==> src/rtl/stream_mm_write_bridge.sv <==
// stream_mm_write_bridge: packs a serial bit stream into words, buffers them
// in a FIFO and writes them to an Avalon-MM slave at incrementing addresses.
module stream_mm_write_bridge #(
   parameter int DATA_W     = 16,
   parameter int ADDR_W     = 25,
   parameter int FIFO_DEPTH = 16,
   parameter int BASE_ADDR  = 0,
   parameter int WORD_LIMIT = 512,
   parameter int LSB_FIRST  = 1
) (
   input  logic                Clk,
   input  logic                Reset_n,
   input  logic                Start,
   input  logic                Bit_Valid,
   input  logic                Bit_Data,
   output logic                Bit_Ready,
   input  logic                Frame_End,
   output logic [ADDR_W-1:0]   Avalon_Address,
   output logic [DATA_W/8-1:0] Avalon_ByteEnable,
   output logic [DATA_W-1:0]   Avalon_WriteData,
   output logic                Avalon_Write,
   input  logic                Avalon_WaitRequest,
   output logic                Busy,
   output logic                Overflow,
   output logic                Wrapped,
   output logic [ADDR_W-1:0]   Words_Written
);
   localparam int BE_W  = DATA_W / 8;
   localparam int IDX_W = $clog2(DATA_W);
   localparam int CNT_W = IDX_W + 1;
   localparam int PTR_W = $clog2(FIFO_DEPTH);
   localparam int ENT_W = BE_W + DATA_W;
   localparam logic [ADDR_W-1:0] BASE = ADDR_W'(BASE_ADDR);
   localparam logic [ADDR_W-1:0] LAST = ADDR_W'(BASE_ADDR + WORD_LIMIT - 1);

   typedef enum logic [1:0] {S_IDLE, S_WRITE, S_DRAIN} state_t;

   // packer
   logic [DATA_W-1:0] word_q, word_d, pword;
   logic [CNT_W-1:0]  cnt_q, cnt_d, nbits;
   logic [IDX_W-1:0]  pos;
   logic [BE_W-1:0]   pbe;
   logic              push;

   // fifo
   logic [ENT_W-1:0]  mem_q [FIFO_DEPTH];
   logic [PTR_W:0]    wp_q, wp_d, rp_q, rp_d;
   logic [ENT_W-1:0]  head;
   logic              full, empty, pop, wr_en, ovf_set;

   // writer
   state_t            state_q, state_d;
   logic [ADDR_W-1:0] addr_q, addr_d, words_q, words_d;
   logic [DATA_W-1:0] data_q, data_d;
   logic [BE_W-1:0]   be_q, be_d;
   logic              write_q, write_d;
   logic              wrap_q, wrap_d, ovf_q, ovf_d;
   logic              accept;

   always_comb begin
      pos   = (LSB_FIRST != 0) ? cnt_q[IDX_W-1:0]
                               : IDX_W'(DATA_W - 1) - cnt_q[IDX_W-1:0];
      pword = word_q;
      nbits = cnt_q;
      if (Bit_Valid) begin
         pword[pos] = Bit_Data;
         nbits      = cnt_q + 1'b1;
      end
      // a lane is enabled once it holds at least one received bit
      pbe = '0;
      for (int i = 0; i < BE_W; i++) begin
         if (LSB_FIRST != 0) pbe[i] = int'(nbits) > 8 * i;
         else                pbe[i] = int'(nbits) + 8 * i + 7 >= DATA_W;
      end
      push = !Start && (nbits == CNT_W'(DATA_W) ||
                        (Frame_End && nbits != '0));
      word_d = (push || Start) ? '0 : pword;
      cnt_d  = (push || Start) ? '0 : nbits;
   end

   assign empty   = wp_q == rp_q;
   assign full    = (wp_q[PTR_W] != rp_q[PTR_W]) &&
                    (wp_q[PTR_W-1:0] == rp_q[PTR_W-1:0]);
   assign head    = mem_q[rp_q[PTR_W-1:0]];
   assign wr_en   = push && (!full || pop);
   assign ovf_set = push && full && !pop;
   assign wp_d    = Start ? '0 : wp_q + (PTR_W+1)'(wr_en);
   assign rp_d    = Start ? '0 : rp_q + (PTR_W+1)'(pop);

   always_ff @(posedge Clk) begin
      if (wr_en) mem_q[wp_q[PTR_W-1:0]] <= {pbe, pword};
   end

   always_ff @(posedge Clk or negedge Reset_n) begin
      if (!Reset_n) state_q <= S_IDLE;
      else          state_q <= state_d;
   end

   always_comb begin
      state_d = state_q;
      unique case (state_q)
         S_IDLE:
            if (!Start && !empty) state_d = S_WRITE;
         S_WRITE:
            if (!Avalon_WaitRequest)
               state_d = (!Start && !empty) ? S_WRITE : S_IDLE;
            else if (Start)
               state_d = S_DRAIN;
         S_DRAIN:
            if (!Avalon_WaitRequest) state_d = S_IDLE;
         default: state_d = S_IDLE;
      endcase
   end

   always_comb begin
      accept  = write_q && !Avalon_WaitRequest;
      pop     = !Start && !empty &&
                (state_q == S_IDLE ||
                 (state_q == S_WRITE && !Avalon_WaitRequest));
      addr_d  = addr_q;
      data_d  = data_q;
      be_d    = be_q;
      write_d = write_q;
      words_d = words_q;
      wrap_d  = wrap_q;
      ovf_d   = ovf_q | ovf_set;
      if (pop) begin
         {be_d, data_d} = head;
         write_d        = 1'b1;
      end else if (accept) begin
         write_d = 1'b0;
      end
      if (state_q == S_WRITE && accept) begin
         if (words_q != '1) words_d = words_q + 1'b1;
         if (addr_q == LAST) begin
            addr_d = BASE;
            wrap_d = 1'b1;
         end else begin
            addr_d = addr_q + 1'b1;
         end
      end
      if (state_q == S_DRAIN && accept) addr_d = BASE;
      // a stalled beat keeps its address until the slave takes it
      if (Start) begin
         words_d = '0;
         wrap_d  = 1'b0;
         ovf_d   = 1'b0;
         if (!(write_q && Avalon_WaitRequest)) addr_d = BASE;
      end
   end

   always_ff @(posedge Clk or negedge Reset_n) begin
      if (!Reset_n) begin
         word_q  <= '0;
         cnt_q   <= '0;
         wp_q    <= '0;
         rp_q    <= '0;
         addr_q  <= BASE;
         data_q  <= '0;
         be_q    <= '0;
         write_q <= 1'b0;
         words_q <= '0;
         wrap_q  <= 1'b0;
         ovf_q   <= 1'b0;
      end else begin
         word_q  <= word_d;
         cnt_q   <= cnt_d;
         wp_q    <= wp_d;
         rp_q    <= rp_d;
         addr_q  <= addr_d;
         data_q  <= data_d;
         be_q    <= be_d;
         write_q <= write_d;
         words_q <= words_d;
         wrap_q  <= wrap_d;
         ovf_q   <= ovf_d;
      end
   end

   assign Bit_Ready         = !full;
   assign Avalon_Address    = addr_q;
   assign Avalon_ByteEnable = be_q;
   assign Avalon_WriteData  = data_q;
   assign Avalon_Write      = write_q;
   assign Overflow          = ovf_q;
   assign Wrapped           = wrap_q;
   assign Words_Written     = words_q;
   assign Busy = write_q | !empty | (cnt_q != '0) | (state_q == S_DRAIN);

endmodule

==> config.mk <==
export PLATFORM = sky130hd
export DESIGN_NAME = stream_mm_write_bridge
export DESIGN_NICKNAME = d
export VERILOG_FILES = /design/src/rtl/stream_mm_write_bridge.sv
export SDC_FILE = /design/constraint.sdc
export NUM_CORES = 1
export LEC_CHECK = 0
export CELL_PAD_IN_SITES_DETAIL_PLACEMENT = 1
export CELL_PAD_IN_SITES_GLOBAL_PLACEMENT = 2
export CORE_ASPECT_RATIO = 0.75
export CORE_MARGIN = 3
export CORE_UTILIZATION = 47
export CTS_BUF_LIST = sky130_fd_sc_hd__clkbuf_2
export DETAILED_ROUTE_END_ITERATION = 16
export PLACE_DENSITY_LB_ADDON = 0.1
export SLEW_MARGIN = 10
export SYNTH_ARGS = -nofsm -noshare
export SYNTH_HDL_FRONTEND = slang
export SYNTH_SLANG_ARGS = --single-unit
==> constraint.sdc <==
create_clock -name Clk -period 4.85 [get_ports Clk]
set_input_delay 0.485 -clock Clk [delete_from_list [all_inputs] [get_ports Clk]]
set_output_delay 0.485 -clock Clk [all_outputs]
set_load 0.01 [all_outputs]
==> results.sh, run 1 <==
export IMPL_status="completed"
export IMPL_hold_viol=0
export IMPL_grt_pass1_wl_um=64600
export IMPL_post_cts_buffers=0
export IMPL_yosysWarnings=0
export IMPL_synth_cells=979
export IMPL_path_clk_slew_ns=0.12
export IMPL_leakage_nw=6.57
export IMPL_drt_first_pass_iters=5
export IMPL_final_core_util=0.549
export IMPL_synth_seq_area_share=0.699
export IMPL_r2r_start="rp_q[0]"
export IMPL_final_cell_mix="edfxtp_1 (288), clkbuf_2 (135), dfrtp_1 (102)"
export IMPL_crit_start="rp_q[0]"
export IMPL_finalPower_mw=6.80
export IMPL_worst_pin_slew_ns=1.01
export IMPL_start_util=0.478
export IMPL_fin_setup_tns_ns=0
export IMPL_timing_fmax_mhz=261
export IMPL_period_share=0.791
export IMPL_clock_sinks=392
export IMPL_maxCapViolations=0
export IMPL_ioPinCount=80
export IMPL_critPathSlowestCell="dfrtp_4"
export IMPL_filler_cell_count=3290
export IMPL_synth_area_mm2=0.0161
export IMPL_syn2layout_area_growth_pct=14.8
export IMPL_num_rows=58
export IMPL_rsz0062_at_grt="false"
export IMPL_synthFlopType="edfxtp_1"
export IMPL_setup_viol=0
export IMPL_wirelength_met1_um=19700
export IMPL_drv_slew=0
export IMPL_ant_nets=0
export IMPL_power_density_mw_per_mm2=368
export IMPL_top_layer_used="met4"
export IMPL_fp_dieH_um=166
export IMPL_cts_buffer_depth=3
export IMPL_synth_edf_count=288
export IMPL_synth_top_cell_by_area="edfxtp_1"
export IMPL_grt_max_degree=62
export IMPL_ys_types=50
export IMPL_drive_above_1_share=0.260
export IMPL_nets=1155
export IMPL_relSlewSlack=0.323
export IMPL_max_vdd_ir_drop_mv=0.150
export IMPL_wl_per_cell_um=25.2
export IMPL_arrival_ns=3.35
export IMPL_wl_met2_um=18600
export IMPL_whs_ns=0.113
export IMPL_antenna_found_initial=4
export IMPL_io_buffers=79
export IMPL_gp_congestion=0.773
export IMPL_fin_skew_ns=0.0599
export IMPL_via_per_inst=5.71
export IMPL_critPathRequiredTime_ns=4.37
export IMPL_cp_cell_sequence="xor2_1 -> nor4_1 -> nor2b_1 -> nand4_1 -> clkdlybuf4s50_1"
export IMPL_vias=9552
export IMPL_clock_latency_ns=0.98
export IMPL_avgSynthCellArea_um2=16.5
export IMPL_critical_path_class="flop to output pin"
export IMPL_place_hpwl_um=26600
export IMPL_start_kind="flop"
export IMPL_drtIter0Drc=932
export IMPL_synth_nets=996
export IMPL_core_area_mm2=0.0337
export IMPL_period_minus_slack_ns=3.84
export IMPL_route_met3_wl_um=3230
export IMPL_synth_top_area_frac=0.537
export IMPL_hold_class="primary input to async pin"
export IMPL_async_flop_share=0.265
export IMPL_numCtsBuffers=96
export IMPL_max_stage_delay_ns=0.71
export IMPL_post_route_drc_count=0
export IMPL_grt_overflow_total=0
export IMPL_cts_root_buf="clkbuf_2"
export IMPL_cts_tree="done"
export IMPL_dieArea_mm2=0.0365
export IMPL_die_x_um=220
export IMPL_end_kind="output pin"
export IMPL_grt_use_total=0.239
export IMPL_critPathMaxFanout=27
export IMPL_synth_area_leaders="edfxtp_1 (54%), dfrtp_1 (16%), mux4_2 (10%), mux2_2 (2.4%), xor2_1 (2.1%)"
export IMPL_ys_ff_latch=392
export IMPL_routed_wl_um=42100
export IMPL_h_tree_depth=3
export IMPL_final_common_cell="edfxtp_1"
export IMPL_grt_pass1_vias=10069
==> sequential cells by signal, indices dropped and copies added, names as in the netlist <==
register	cells
Avalon_Address	25
state_q	2
wp_q	5
Avalon_Write	1
Overflow	1
Wrapped	1
cnt_q	5
mem_q	288
Words_Written	25
Avalon_ByteEnable	2
Avalon_WriteData	16
rp_q	5
word_q	16
==> stage by stage <==
stage          cell area (um2)  setup slack (ns)  instances
2_1_floorplan            16100             0.631        979
3_3_place_gp             17600              1.52       1489
3_5_place_dp             17600              1.47       1489
4_1_cts                  18500             0.805       1669
5_1_grt                  18500             0.566       1673
6_report                 18500              1.01       1673
==> critical path: cells and delay by family (launching register included) <==
family	cells	cell delay, ns
XOR/XNOR	1	0.23
buffers and inverters	1	0.53
AND/OR/NAND/NOR	3	0.89
flip-flops	1	0.71
==> worst paths after layout <==
path,endpoint,slack [ns],depth (start not counted)
max,Busy,1.01,5
min,Avalon_Address[17],0.11,2
max reg2reg,rp_q[4],1.55,10
min reg2reg,Overflow,0.51,1
max in group asynchronous,word_q[12],3.67,3
min in group Clk,Avalon_Write,0.23,3
==> layout make-up <==
type	instances	area [um2]	area share
clock inverters	44	203	0.0110
repair buffers	113	1050	0.0566
well taps	450	563	0.0305
diodes	4	10.0	0.000541
inverters	10	37.5	0.00203
clock buffers	135	676	0.0365
flip-flops and latches	392	11300	0.609
multi-input cells	525	4700	0.254
==> metal layers <==
metal,global-route usage,vias up
met1,0.367,4984
li1,-,4203
met4,0.0568,0
met5,0,-
met3,0.0748,42
met2,0.336,323
==> cells in the mapped netlist (5+ instances only) <==
library cell	count
nor4_1	19
nor2_1	69
nand2_1	50
mux4_2	72
xor2_1	38
or4_1	7
xnor2_1	17
and3_1	5
ha_1	10
nand2b_1	5
nand4_1	20
dfrtp_1	104
nor2b_1	25
nand3_1	35
a21oi_1	11
edfxtp_1	288
o21ai_0	7
o31ai_1	5
buf_2	12
clkbuf_1	35
or3_1	5
nor3_1	18
a22oi_1	36
inv_1	10
mux2_2	34
==> power breakdown <==
part           total, mW  internal, mW  switching [mW]
Sequential          3.77          3.68          0.0967
Combinational      0.852         0.440           0.411
Clock               2.18         0.814            1.36
Total               6.80          4.93            1.87
==> cells by family after synthesis <==
| group | share of synthesized area |
|---|---|
| compound gates | 0.0326 |
| xor+xnor | 0.0299 |
| fa+ha+maj | 0.00777 |
| buf+inv | 0.0158 |
| flops | 0.699 |
| mux | 0.126 |
| simple gates | 0.0897 |
==> what timing repair did <==
item | CTS | global route
resized for setup | 0 | 0
hold buffers | 1 | 0
hold endpoints to repair | 49 | 0
endpoints found under the setup margin | 0 | 0
Power figures use the tool's default switching activity.
==> inputs of run 2 (changes only) <==
==> constraint.sdc (replaced) <==
create_clock -name Clk -period 3.91 [get_ports Clk]
set_input_delay 0.391 -clock Clk [delete_from_list [all_inputs] [get_ports Clk]]
set_output_delay 0.391 -clock Clk [all_outputs]
set_load 0.01 [all_outputs]
==> run 2 against run 1 <==
Effect of this change: sequential power increased by 23%; total power increased by 24%; critical endpoint unchanged; register-to-register slack got worse by 0.99 ns; clock power increased by 24%; clock-buffer cell count increased by 16; largest power group unchanged; critical path depth unchanged; final cell count increased by 0.24%.
==> results.sh, run 2 (synthesized netlist as in run 1, its figures left out) <==
export IMPL_status="completed"
export IMPL_maxCapViolations=0
export IMPL_path_clk_slew_ns=0.11
export IMPL_antenna_found_initial=2
export IMPL_num_rows=58
export IMPL_start_kind="flop"
export IMPL_dp_cells=1499
export IMPL_grt_max_degree=45
export IMPL_ioPinCount=80
export IMPL_worstHoldPathCells=3
export IMPL_die_x_um=220
export IMPL_power_density_mw_per_mm2=452
export IMPL_timing_fmax_mhz=283
export IMPL_routed_wl_um=41300
export IMPL_grt_overflow_total=0
export IMPL_drive_above_1_share=0.277
export IMPL_period_minus_slack_ns=3.53
export IMPL_clock_sinks=392
export IMPL_leakage_nw=6.78
export IMPL_period_share=0.904
export IMPL_place_ws_ns=0.532
export IMPL_vias=9623
export IMPL_max_vdd_ir_drop_mv=0.210
export IMPL_hp_start="Bit_Valid"
export IMPL_critPathMaxFanout=9
export IMPL_fin_cells=1677
export IMPL_wl_per_cell_um=24.6
export IMPL_cts_root_buf="clkbuf_2"
export IMPL_h_tree_depth=3
export IMPL_dieArea_mm2=0.0365
export IMPL_r2r_cells=14
export IMPL_nets=1166
export IMPL_start_util=0.478
export IMPL_grt_pass1_vias=10238
export IMPL_hold_viol=0
export IMPL_grt_use_total=0.234
export IMPL_max_stage_delay_ns=0.53
export IMPL_cts_buffer_depth=3
export IMPL_fin_setup_tns_ns=0
export IMPL_finalPower_mw=8.43
export IMPL_post_cts_resized=0
export IMPL_r2r_start="cnt_q[0]"
export IMPL_gp_congestion=0.778
export IMPL_critPathSlowestCell="dfrtp_1"
export IMPL_fp_dieH_um=166
export IMPL_worst_slack_ns=0.375
export IMPL_worst_pin_slew_ns=1.14
export IMPL_largest_reg_flops=288
export IMPL_end_kind="output pin"
export IMPL_drtIter0Drc=964
export IMPL_cp_cell_sequence="xor2_1 -> nor4_1 -> nor2b_1 -> nand4_1 -> clkdlybuf4s50_1"
export IMPL_drt_first_pass_iters=5
export IMPL_hold_path_end="cnt_q[1]"
export IMPL_drv_slew=0
export IMPL_critPathRequiredTime_ns=3.52
export IMPL_cts_tree="done"
export IMPL_rsz0062_at_grt="false"
export IMPL_post_cts_buffers=0
export IMPL_relSlewSlack=0.237
export IMPL_clock_latency_ns=1.00
export IMPL_syn2layout_area_growth_pct=15.8
export IMPL_worstReg2RegEnd="wp_q[4]"
export IMPL_core_area_mm2=0.0337
export IMPL_ant_nets=0
export IMPL_final_common_cell="edfxtp_1"
export IMPL_place_hpwl_um=25700
export IMPL_fin_skew_ns=0.0839
export IMPL_hold_class="primary input to flop"
export IMPL_io_buffers=79
export IMPL_grt_pass1_wl_um=63400
export IMPL_numCtsBuffers=93
export IMPL_whs_ns=0.226
export IMPL_setup_viol=0
export IMPL_critical_path_class="flop to output pin"
export IMPL_reg2reg_slack_ns=0.56
export IMPL_final_cell_mix="edfxtp_1 (288), clkbuf_2 (151), dfrtp_1 (102)"
export IMPL_arrival_ns=3.14
export IMPL_post_route_drc_count=0
export IMPL_via_per_inst=5.74
run 2: cell count changes in the layout (fill, tap and decap cells not counted), moves of 2 or more:
cell,before,now
dlygate4sd3_1,1,4
diode_2,4,1
nor3_2,9,1
nor3_4,0,8
clkinv_2,6,1
clkbuf_2,135,151
inv_2,1,3
buf_4,34,43
clkinv_1,35,16
run 2: per-stage QoR:
stage | area [um2] | utilization
finish | 18700 | 0.554
global route | 18700 | 0.554
CTS | 18700 | 0.554
detailed placement | 17700 | 0.526
global placement | 17700 | 0.526
floorplan | 16100 | -
run 2: critical path: cells and delay by family (launching register included):
| kind | cells | cell delay, ns |
|---|---|---|
| xor+xnor | 1 | 0.20 |
| buf+inv | 1 | 0.53 |
| flops | 1 | 0.53 |
| simple gates | 3 | 0.87 |
run 2: routing by layer:
layer	part of all wire	up-vias	track usage
met1	0.48	5087	0.363
met3	0.052	53	0.0454
met2	0.45	266	0.340
li1	-	4217	-
met5	0	-	0
met4	0.015	0	0.0638
run 2: layout make-up:
cell class,count,area [um2]
Fill cell,3295,15000
Sequential cell,392,11300
Multi-Input combinational cell,525,4750
Timing Repair Buffer,127,1190
Clock buffer,151,756
Tap cell,450,563
Clock inverter,21,106
Inverter,10,37.5
Antenna cell,1,2.50
run 2: worst max-delay path by stage:
| stage | cells after the start | end | startpoint | slack, ns |
|---|---|---|---|---|
| finish | 5 | Busy | wp_q[0] | 0.38 |
| detailed placement | 13 | wp_q[4] | Bit_Valid | 0.53 |
| global placement | 13 | wp_q[4] | Bit_Valid | 0.64 |
| CTS | 5 | Busy | wp_q[0] | 0.19 |
| floorplan | 8 | mem_q[1][0] | cnt_q[0] | -0.31 |
| global route | 5 | Busy | wp_q[0] | 0.11 |
run 2: repair_timing:
action | 4_1_cts | 5_1_grt
hold buffers | 5 | 0
endpoints found under the hold margin | 107 | 0
setup endpoints to repair | 0 | 0
run 2: where the power goes:
group | switching, mW | total, mW | leakage (nW) | internal [mW]
Clock | 1.63 | 2.70 | 0.683 | 1.07
Combinational | 0.524 | 1.08 | 2.01 | 0.555
Sequential | 0.0877 | 4.65 | 4.08 | 4.56
Total | 2.24 | 8.43 | 6.78 | 6.19
